## src/rtl/rx_sync_pkg.sv

```systemverilog
// rx_sync_pkg
// Shared definitions for the receive-side sync sequencer:
//   - state_e   : FSM state encoding (S_IDLE .. S_LOCKED)
//   - DEF_*     : default oversampling, counter width, settle/window lengths, lock threshold
//   - off_width : width of an index able to hold values 0..n-1 (never less than 1 bit)
package rx_sync_pkg;

  typedef enum logic [2:0] {
    S_IDLE    = 3'd0,
    S_SETTLE  = 3'd1,
    S_MEASURE = 3'd2,
    S_EVAL    = 3'd3,
    S_LOCKED  = 3'd4
  } state_e;

  localparam int unsigned DEF_OS     = 4;
  localparam int unsigned DEF_NB_CNT = 64;
  localparam int unsigned DEF_SETTLE = 16;
  localparam int unsigned DEF_WINDOW = 1024;
  localparam int unsigned DEF_THRESH = 0;

  // Bits needed to index n items.
  function automatic int unsigned off_width(input int unsigned n);
    return (n <= 1) ? 1 : $clog2(n);
  endfunction

endpackage

```

## src/rtl/strobe_counter.sv

```systemverilog
// strobe_counter
// Loadable down-counter of baud strobes. A load arms the counter with the number of strobes the
// next phase needs; o_tc pulses in the cycle whose edge completes the phase.
// Ports:
//   clock, i_reset : clock and synchronous active-high reset
//   i_valid        : baud strobe
//   i_load         : arm with i_load_val (only issued while disarmed or on o_tc)
//   i_load_val     : strobes owed by the new phase
//   i_credit_en    : allow a strobe not owed to the current phase to count toward the loaded one
//   o_tc           : terminal pulse, the current phase has received all its strobes
module strobe_counter #(
  parameter int unsigned Width = 4
) (
  input  logic             clock,
  input  logic             i_reset,
  input  logic             i_valid,
  input  logic             i_load,
  input  logic [Width-1:0] i_load_val,
  input  logic             i_credit_en,
  output logic             o_tc
);

  localparam logic [Width-1:0] One = Width'(1);

  logic [Width-1:0] count_q, count_d;
  logic             armed_q, armed_d;
  logic             owed;
  logic             credit;

  // A strobe belongs to the running phase only while that phase still owes strobes; any other
  // strobe (e.g. one landing in EVAL) is handed to the phase being loaded.
  assign owed   = armed_q && (count_q != '0);
  assign credit = i_credit_en && i_valid && !owed;
  assign o_tc   = armed_q && ((count_q == '0) || (i_valid && (count_q == One)));

  always_comb begin
    count_d = count_q;
    armed_d = armed_q;
    if (i_load) begin
      armed_d = 1'b1;
      count_d = (credit && (i_load_val != '0)) ? i_load_val - One : i_load_val;
    end else if (armed_q) begin
      if (i_valid && (count_q != '0)) begin
        count_d = count_q - One;
      end
      if (o_tc) begin
        armed_d = 1'b0;
      end
    end
  end

  always_ff @(posedge clock) begin
    if (i_reset) begin
      count_q <= '0;
      armed_q <= 1'b0;
    end else begin
      count_q <= count_d;
      armed_q <= armed_d;
    end
  end

endmodule

```

## src/rtl/rx_sync_ctrl.sv

```systemverilog
// rx_sync_ctrl
// Receive-side sampling-offset sequencer. Sweeps all OS offsets, measures the BER error-count
// delta over WINDOW strobes at each (after SETTLE strobes of resync), locks the offset with the
// fewest errors (ties keep the lower offset) and then keeps monitoring it window by window.
// Ports:
//   clock, i_reset    : clock and synchronous active-high reset
//   i_valid, i_start  : baud strobe; sweep request (honoured only in IDLE)
//   i_err_count       : cumulative error count from the BER block
//   o_offset          : sample buffer offset select
//   o_rx_enable       : RX/BER enable (everywhere except IDLE)
//   o_busy            : SETTLE, MEASURE or EVAL
//   o_locked          : last evaluated window was within THRESH
//   o_done, o_lost    : one-cycle pulses at sweep end / on loss of lock
//   o_best_err        : error delta of the chosen offset
module rx_sync_ctrl
  import rx_sync_pkg::*;
#(
  parameter int unsigned OS     = DEF_OS,
  parameter int unsigned NB_OFF = off_width(OS),
  parameter int unsigned NB_CNT = DEF_NB_CNT,
  parameter int unsigned SETTLE = DEF_SETTLE,
  parameter int unsigned WINDOW = DEF_WINDOW,
  parameter int unsigned THRESH = DEF_THRESH
) (
  input  logic              clock,
  input  logic              i_reset,
  input  logic              i_valid,
  input  logic              i_start,
  input  logic [NB_CNT-1:0] i_err_count,
  output logic [NB_OFF-1:0] o_offset,
  output logic              o_rx_enable,
  output logic              o_busy,
  output logic              o_locked,
  output logic              o_done,
  output logic              o_lost,
  output logic [NB_CNT-1:0] o_best_err
);

  localparam int unsigned       CntMax    = (SETTLE > WINDOW) ? SETTLE : WINDOW;
  localparam int unsigned       CntW      = off_width(CntMax + 1);
  localparam logic [CntW-1:0]   SettleVal = CntW'(SETTLE);
  localparam logic [CntW-1:0]   WindowVal = CntW'(WINDOW);
  localparam logic [NB_CNT-1:0] ThreshVal = NB_CNT'(THRESH);
  localparam logic [NB_OFF-1:0] LastCand  = NB_OFF'(OS - 1);
  localparam logic [NB_OFF-1:0] OffOne    = NB_OFF'(1);

  state_e            state_q, state_d;
  logic              mon_q, mon_d;            // EVAL is judging a monitor window, not a sweep step
  logic [NB_OFF-1:0] cand_q, cand_d;
  logic [NB_CNT-1:0] best_err_q, best_err_d;
  logic [NB_OFF-1:0] best_off_q, best_off_d;
  logic [NB_CNT-1:0] snap_q, snap_d;
  logic [NB_OFF-1:0] offset_q, offset_d;
  logic              rx_en_q, rx_en_d;
  logic              busy_q, busy_d;
  logic              locked_q, locked_d;
  logic              done_q, done_d;
  logic              lost_q, lost_d;
  logic [NB_CNT-1:0] best_out_q, best_out_d;

  logic              cnt_load;
  logic [CntW-1:0]   cnt_val;
  logic              cnt_tc;
  logic              restart;

  // Modular subtraction absorbs a wrap of the cumulative counter.
  logic [NB_CNT-1:0] delta;
  logic              better;
  logic [NB_CNT-1:0] sweep_best;
  logic [NB_OFF-1:0] sweep_off;

  assign delta      = i_err_count - snap_q;
  assign better     = delta < best_err_q;
  assign sweep_best = better ? delta : best_err_q;
  assign sweep_off  = better ? cand_q : best_off_q;

  strobe_counter #(
    .Width(CntW)
  ) u_strobe_counter (
    .clock      (clock),
    .i_reset    (i_reset),
    .i_valid    (i_valid),
    .i_load     (cnt_load),
    .i_load_val (cnt_val),
    .i_credit_en(state_q != S_IDLE),
    .o_tc       (cnt_tc)
  );

  always_comb begin
    state_d    = state_q;
    mon_d      = mon_q;
    cand_d     = cand_q;
    best_err_d = best_err_q;
    best_off_d = best_off_q;
    snap_d     = snap_q;
    offset_d   = offset_q;
    locked_d   = locked_q;
    best_out_d = best_out_q;
    done_d     = 1'b0;
    lost_d     = 1'b0;
    cnt_load   = 1'b0;
    cnt_val    = SettleVal;
    restart    = 1'b0;

    case (state_q)
      S_IDLE: begin
        if (i_start) begin
          restart = 1'b1;
        end
      end
      S_SETTLE: begin
        if (cnt_tc) begin
          snap_d   = i_err_count;
          cnt_load = 1'b1;
          cnt_val  = WindowVal;
          state_d  = S_MEASURE;
        end
      end
      S_MEASURE: begin
        if (cnt_tc) begin
          state_d = S_EVAL;
        end
      end
      S_EVAL: begin
        if (!mon_q) begin
          best_err_d = sweep_best;
          best_off_d = sweep_off;
          if (cand_q == LastCand) begin
            offset_d   = sweep_off;
            best_out_d = sweep_best;
            done_d     = 1'b1;
            locked_d   = (sweep_best <= ThreshVal);
            mon_d      = 1'b1;
            // Monitor windows chain back to back: the value judged here opens the next one.
            snap_d     = i_err_count;
            cnt_load   = 1'b1;
            cnt_val    = WindowVal;
            state_d    = S_LOCKED;
          end else begin
            cand_d   = cand_q + OffOne;
            offset_d = cand_q + OffOne;
            cnt_load = 1'b1;
            cnt_val  = SettleVal;
            state_d  = S_SETTLE;
          end
        end else if (delta <= ThreshVal) begin
          locked_d = 1'b1;
          snap_d   = i_err_count;
          cnt_load = 1'b1;
          cnt_val  = WindowVal;
          state_d  = S_LOCKED;
        end else begin
          lost_d   = 1'b1;
          locked_d = 1'b0;
          restart  = 1'b1;
        end
      end
      S_LOCKED: begin
        if (cnt_tc) begin
          state_d = S_EVAL;
        end
      end
      default: begin
        state_d = S_IDLE;
      end
    endcase

    if (restart) begin
      cand_d     = '0;
      best_err_d = '1;
      best_off_d = '0;
      offset_d   = '0;
      mon_d      = 1'b0;
      cnt_load   = 1'b1;
      cnt_val    = SettleVal;
      state_d    = S_SETTLE;
    end

    rx_en_d = (state_d != S_IDLE);
    busy_d  = (state_d == S_SETTLE) || (state_d == S_MEASURE) || (state_d == S_EVAL);
  end

  always_ff @(posedge clock) begin
    if (i_reset) begin
      state_q    <= S_IDLE;
      mon_q      <= 1'b0;
      cand_q     <= '0;
      best_err_q <= '0;
      best_off_q <= '0;
      snap_q     <= '0;
      offset_q   <= '0;
      rx_en_q    <= 1'b0;
      busy_q     <= 1'b0;
      locked_q   <= 1'b0;
      done_q     <= 1'b0;
      lost_q     <= 1'b0;
      best_out_q <= '0;
    end else begin
      state_q    <= state_d;
      mon_q      <= mon_d;
      cand_q     <= cand_d;
      best_err_q <= best_err_d;
      best_off_q <= best_off_d;
      snap_q     <= snap_d;
      offset_q   <= offset_d;
      rx_en_q    <= rx_en_d;
      busy_q     <= busy_d;
      locked_q   <= locked_d;
      done_q     <= done_d;
      lost_q     <= lost_d;
      best_out_q <= best_out_d;
    end
  end

  assign o_offset    = offset_q;
  assign o_rx_enable = rx_en_q;
  assign o_busy      = busy_q;
  assign o_locked    = locked_q;
  assign o_done      = done_q;
  assign o_lost      = lost_q;
  assign o_best_err  = best_out_q;

endmodule

```

## config.mk

```make
export PLATFORM = sky130hd
export DESIGN_NAME = rx_sync_ctrl
export DESIGN_NICKNAME = d
export VERILOG_FILES = /design/src/rtl/rx_sync_pkg.sv /design/src/rtl/strobe_counter.sv /design/src/rtl/rx_sync_ctrl.sv
export SDC_FILE = /design/constraint.sdc
export NUM_CORES = 1
export LEC_CHECK = 0
export ABC_AREA = 1
export CAP_MARGIN = 20
export CORE_MARGIN = 2
export CORE_UTILIZATION = 41
export DETAILED_ROUTE_END_ITERATION = 10
export HOLD_SLACK_MARGIN = 0.1
export PLACE_DENSITY = 0.57
export SYNTH_ARGS = -nofsm -noshare
export SYNTH_HDL_FRONTEND = slang
export SYNTH_SLANG_ARGS = --single-unit
```

## constraint.sdc

```tcl
create_clock -name clock -period 7.9 [get_ports clock]
set_input_delay 0.79 -clock clock [delete_from_list [all_inputs] [get_ports clock]]
set_output_delay 0.79 -clock clock [all_outputs]
set_load 0.05 [all_outputs]
```

; Word level (Yosys, flattened, before mapping)
; Cells that the tools add are included.
[word_totals]
register_bits = 219
latchBits = 0
ram_bits = 0
rom_bits = 0
input_bits = 68
output_inout_bits = 71
elab_cells = 115
n_memories = 0
[classes]
add_sub_neg = 4
mul = 0
div_mod_pow = 0
n_lt_le_gt_ge = 3
n_eq_ne = 13
n_shift = 0
mux = 44
bitwise = 3
n_reduce_logical = 33
[op_table]
columns = op, n
row1 = 2-to-1 mux 64 bit, 8
row2 = "less-or-equal comparator 64 x 1 -> 1 bit, second input constant", 2
row3 = case mux 64 bit (2 select lines), 1
row4 = 2-to-1 mux 11 bit, 9
row5 = < comparator 64 bit, 1
row6 = subtractor 64 bit, 1
row7 = case mux 11 bit (2 select lines), 1
row8 = nonzero test 11 bit, 2
row9 = "subtractor 11 x 1 -> 11 bit, second input constant", 2
row10 = 2-to-1 mux 3 bit, 6
row11 = 2-to-1 mux 1 bit, 14
row12 = "equality test 3 x 2 -> 1 bit, second input constant", 4
row13 = case mux 3 bit (4 select lines), 1
row14 = "equality test 11 x 1 -> 1 bit, second input constant", 1
row15 = logical NOT 11 bit, 1
row16 = nonzero test 2 bit, 5
row17 = AND reduction 2 bit, 4
row18 = logical AND 1 bit, 7
row19 = "equality test 3 x 1 -> 1 bit, second input constant", 2
row20 = "!= test 3 bit, second input constant", 2
row21 = AND reduction 3 bit, 2
row22 = nonzero test 3 bit, 2
row23 = OR reduction 2 bit, 3
row24 = 2-to-1 mux 2 bit, 2
row25 = other kinds (12), 17

; Longest topological paths before layout
[logic_depth]
ltp_word = 11
ltp_mapped = 43

; Cells and area by module
; Synthesis repeated with hierarchy kept, for this count alone.
[unflattened]
cells_unflattened = 2509
area_unflattened_um2 = 16059.2
[modules_own_cells]
columns = mod, instances, cells_per_inst, area_each_um2, seq_area_each_um2
row1 = rx_sync_ctrl, 1, 2320, 14905.5, 4144.0
row2 = strobe_counter, 1, 189, 1153.6, 240.2

; Worst setup path before layout
; No wires, ideal clock.
[synth_timing]
kind = input port to flip-flop
start = input i_err_count[0]
end = register locked_q, in the netlist o_locked
arrival_ps = 5091
required_time_ps = 7830
path_slack_ps = 2739
stages = 42
n_path_buf = 2
cell_sequence = inv_1 ha_1 fa_1 inv_1 nand3_1 nor2_1 nand2_1 nand3_2 nand2_1 nand2_2 nand2_2 nand2_2 a21oi_2 o21ai_1 nand2_1 nand2_1 nand2_1 nand3_1 (+6 left out) nand4_1 nor2_1 nand4_1 a21oi_1 a211oi_2 buf_2 buf_2 nand3_1 nand2_1 nor2_1 nand2_1 nor2_1 nand2_1 nor2_1 nand2_1 nand2_1 nand2_1 a21oi_1
[synth_via]
elab_chain_cells = 6
elab_cells_between_ends = 8
cone_classes = 1 x add/sub / 3 x order compare / 4 x mux
[synth_lines]
columns = element, line_no
row1 = from (decl), rx_sync_ctrl.sv:29  ; input logic [NB_CNT-1:0] i_err_count,
row2 = subtractor 64 bit *, rx_sync_ctrl.sv:72  ; assign delta = i_err_count - snap_q;
row3 = < comparator 64 bit, rx_sync_ctrl.sv:73  ; assign better = delta < best_err_q;
row4 = 2-to-1 mux 64 bit, rx_sync_ctrl.sv:74  ; assign sweep_best = better ? delta : best_err_q;
row5 = less-or-equal comparator 64 x 1 -> 1 bit, rx_sync_ctrl.sv:132  ; locked_d = (sweep_best <= ThreshVal);
row6 = 2-to-1 mux 1 bit, rx_sync_ctrl.sv:128  ; if (cand_q == LastCand) begin
row7 = 2-to-1 mux 1 bit *, rx_sync_ctrl.sv:125  ; if (!mon_q) begin
row8 = to (signal assigned), rx_sync_ctrl.sv:208  ; locked_q <= locked_d;
row9 = to (decl), rx_sync_ctrl.sv:56  ; logic locked_q, locked_d;
; Mark *: on every way between the ends. The rest lies on a longest branch, timed or not. The select of a mux whose other input is x is not followed.
; A chain may end at the register's enable or synchronous reset.

; Final worst setup path
; Same ends and word-level chain as after synthesis.

==> results.py <==
metrics = {
    "global_route": {
        "grt_pass1_vias": 14000,
        "grt_overflow": 0,
        "antenna_found_initial": 0,
        "gr-usage-all-layers_pct": 24.3,
        "grt_max_degree": 98,
        "grt_first_pass_wirelength_um": 75800,
    },
    "synthesis": {
        "yosys.area_share.simple_pct": 24.2,
        "synthMuxAreaShare_pct": 0.139,
        "yosys.area_share.adder_pct": 10.8,
        "synth_flop_cell": "dfxtp_1",
        "synth_edf_count": 0,
        "async_flop_share_pct": 0,
        "ys_types": 52,
        "synth_top_family_by_area": "simple AND/OR/NAND/NOR gates",
        "syn_inst": 2373,
        "synth.avg_cell_area_um2": 6.45,
        "ys_seq_area_share_pct": 28.6,
        "yosys.area_share.xor_xnor_pct": 3.83,
        "synth-seq-cells": 219,
        "ys_warn_count": 0,
        "syn_nets": 2572,
        "synth_area_mm2": 0.0153,
        "synth_compound_area_share_pct": 21.0,
    },
    "final_layout": {
        "n_antenna_cell": 0,
        "num-nets-final": 2662,
        "finalNonFillerCells": 2951,
        "final_cell_mix": "421 x nand2_1, 353 x inv_1, 327 x nor2_1",
        "nFillCells": 3809,
        "stdcell_area_mm2": 0.0179,
        "layout-drive-gt1-share_pct": 3.83,
        "final_common_cell": "nand2_1",
        "area_delta_synth_final_pct": 16.8,
    },
    "clocking": {
        "cts_hold_repair.buffers": 0,
        "cts.sinks": 219,
        "root_buffer": "clkbuf_16",
        "cts-resized-gates": 0,
        "cts_buffer_depth": 3,
        "cts_tree": "done",
        "htreeDepth": 1,
        "insertion_delay_ns": 0.57,
        "cts_setup_buffers": 0,
        "path_clk_slew_ns": 0.06,
        "cts_made_buffers": 27,
    },
    "timing": {
        "hold_viol_final": 0,
        "fin_crit_ns": 6.22,
        "grt_setup_unrepaired": "false",
        "finalCritPeriodShare_pct": 78.8,
        "setup-tns-final_ns": 0,
        "setup_viol": 0,
        "fmax_mhz": 161,
        "worstMarginPinSlew_ns": 1.05,
        "maxSlewViolCount": 0,
        "clock_skew_ns": 0.0136,
        "relSlewSlack_pct": 30.1,
    },
    "power": {
        "pwr-share-clk_pct": 33.4,
        "finalPower_w": 0.00367,
        "ir_drop_uv": 172,
        "p_sw_share_pct": 37.9,
        "p_per_area_mw_per_mm2": 205,
        "p_int_w": 0.00228,
        "leakage_nw": 8.24,
        "seqPwrFrac_pct": 32.3,
        "power_frac_comb_pct": 34.3,
        "netSwitchingPower_w": 0.00139,
    },
    "placed_design": {
        "portBuffers": 138,
        "dp_hpwl_um": 36700,
        "dp_cells": 2902,
        "postPlaceCellArea_mm2": 0.0170,
        "gp_congestion": 0.950,
    },
    "route": {
        "drtAntennaViolNets": 0,
        "drc": 0,
        "vias": 15500,
        "wl_per_cell_um": 16.2,
        "dr.pass1.iters": 5,
        "vias_per_cell": 5.24,
        "wl_um": 47900,
        "drt-initial-drc-count": 982,
    },
    "die": {
        "chipWidth_um": 197,
        "dieArea_mm2": 0.0389,
        "std_cell_rows": 70,
        "initial_core_util_pct": 41.7,
        "die_h_um": 197,
        "core_mm2": 0.0367,
        "io_pins": 139,
    },
    "flow_run": {
        "drv_cap": 0,
    },
    "setup_path": {
        "path_max_fanout": 23,
        "crit_top_cell": "nand2_1",
        "endpoint_kind": "flip-flop",
        "crit_arrival_ns": 6.66,
        "start_kind": "primary input",
        "cp.required_ns": 8.34,
        "critPathSlowestCell": "clkdlybuf4s50_1",
        "cpPeakStageDelay_ns": 0.48,
        "path_class": "primary input to flip-flop",
    },
    "hold_path": {
        "hold_class": "flip-flop to flip-flop",
    },
    "status": {
        "outcome": "finished, final reports clean",
    },
}
worst max-delay path, delay by kind of cell:
| family | cells | cell delay [ns] |
|---|---|---|
| AO/OA/AOI/OAI | 5 | 0.62 |
| adder cells (fa/ha/maj) | 3 | 0.92 |
| buffers and inverters | 5 | 1.05 |
| AND/OR/NAND/NOR | 30 | 3.26 |
metrics by stage:
| step | setup WS (ns) | hold slack [ns] | utilization, % |
|---|---|---|---|
| final | 1.68 | 0.456 | 48.7 |
| after global routing | 0.939 | 0.455 | 48.7 |
| after CTS | 1.66 | 0.442 | 48.7 |
| after detailed placement | 1.04 | 0.450 | 46.4 |
| after global placement | 1.09 | 0.442 | 46.3 |
| after floorplan | 2.74 | 0.433 | - |
registers in the layout, summed over array words and instances (netlist names):
name,count
best_err_q,64
o_best_err,64
snap_q,64
u_strobe_counter.count_q,11
state_q,3
best_off_q,2
cand_q,2
o_offset,2
mon_q,1
o_busy,1
o_done,1
o_locked,1
o_lost,1
o_rx_enable,1
u_strobe_counter.armed_q,1
kinds of logic after synthesis:
logic type | count (synthesis)
AO/OA/AOI/OAI | 594
XOR/XNOR | 67
adder cells (fa/ha/maj) | 131
buffers and inverters | 451
flip-flops | 219
multiplexers | 2
AND/OR/NAND/NOR | 909
layer usage:
layer	vias up	track usage (%)	wire length, um
met1	7090	36.5	24000
met4	0	4.93	914
li1	7921	-	-
met3	59	3.38	2940
met5	-	0	0
met2	399	36.7	20000
cells in the mapped netlist, types with 2 or more instances:
cell | number | area share, %
o21ai_0 | 196 | 6.4
o21bai_1 | 4 | 0.20
nor2_1 | 327 | 8.0
dfxtp_1 | 219 | 29
nand3_1 | 91 | 3.0
nand4_1 | 19 | 0.78
a31oi_1 | 20 | 0.82
nor2_2 | 2 | 0.082
nand3_2 | 4 | 0.26
o31ai_1 | 2 | 0.098
a311oi_1 | 2 | 0.11
nor4_1 | 13 | 0.53
buf_2 | 25 | 0.82
nor3_1 | 14 | 0.46
a2111oi_0 | 2 | 0.11
xnor2_1 | 27 | 1.5
or2_2 | 3 | 0.12
nand2_1 | 421 | 10
a221oi_1 | 4 | 0.23
a21boi_0 | 2 | 0.098
clkbuf_1 | 54 | 1.3
a21boi_2 | 3 | 0.22
ha_1 | 130 | 11
o21ai_2 | 3 | 0.17
inv_1 | 356 | 8.7
o221ai_1 | 2 | 0.11
a21oi_2 | 4 | 0.23
a211oi_1 | 5 | 0.25
o211ai_1 | 5 | 0.25
buf_4 | 7 | 0.34
inv_2 | 5 | 0.12
and3_1 | 2 | 0.082
o21ai_1 | 59 | 1.9
xor2_1 | 40 | 2.3
o2111ai_1 | 3 | 0.17
nand2_2 | 9 | 0.37
a21oi_1 | 251 | 8.2
o21a_1 | 9 | 0.44
a21o_1 | 13 | 0.64
buf_1 | 4 | 0.098
path summary, 6_finish.rpt:
check / startpoint / endpoint / slack (ns) / cells after the start
max: i_err_count[0] / o_locked$_SDFFE_PP0P_ / 1.68 / 43
min: snap_q[41]$_SDFFE_PP0P_ / snap_q[41]$_SDFFE_PP0P_ / 0.46 / 2
max reg2reg: snap_q[29]$_SDFFE_PP0P_ / o_locked$_SDFFE_PP0P_ / 2.05 / 39
min reg2reg: snap_q[41]$_SDFFE_PP0P_ / snap_q[41]$_SDFFE_PP0P_ / 0.46 / 2
final cells by class:
type	instances	area, um2	share of cell area, %
clock inverter	9	87.6	0.490
multi-input combinational	1703	9190	51.4
sequential	219	4380	24.5
timing repair buffer	151	1500	8.40
inverter	361	1360	7.58
tap	468	586	3.28
clock buffer	40	774	4.33
power by group through the flow:
| stage | clock, W | sequential (W) | combinational, W |
|---|---|---|---|
| 3_3_place_gp | 0 | 0.00121 | 0.00123 |
| 3_5_place_dp | 0 | 0.00121 | 0.00124 |
| 2_1_floorplan | 0 | 0.00121 | 0.000857 |
| 4_1_cts | 0.00126 | 0.00118 | 0.00125 |
| 5_1_grt | 0.00131 | 0.00119 | 0.00142 |
| 6_report | 0.00123 | 0.00119 | 0.00126 |
(Power assumes the default switching activity.)
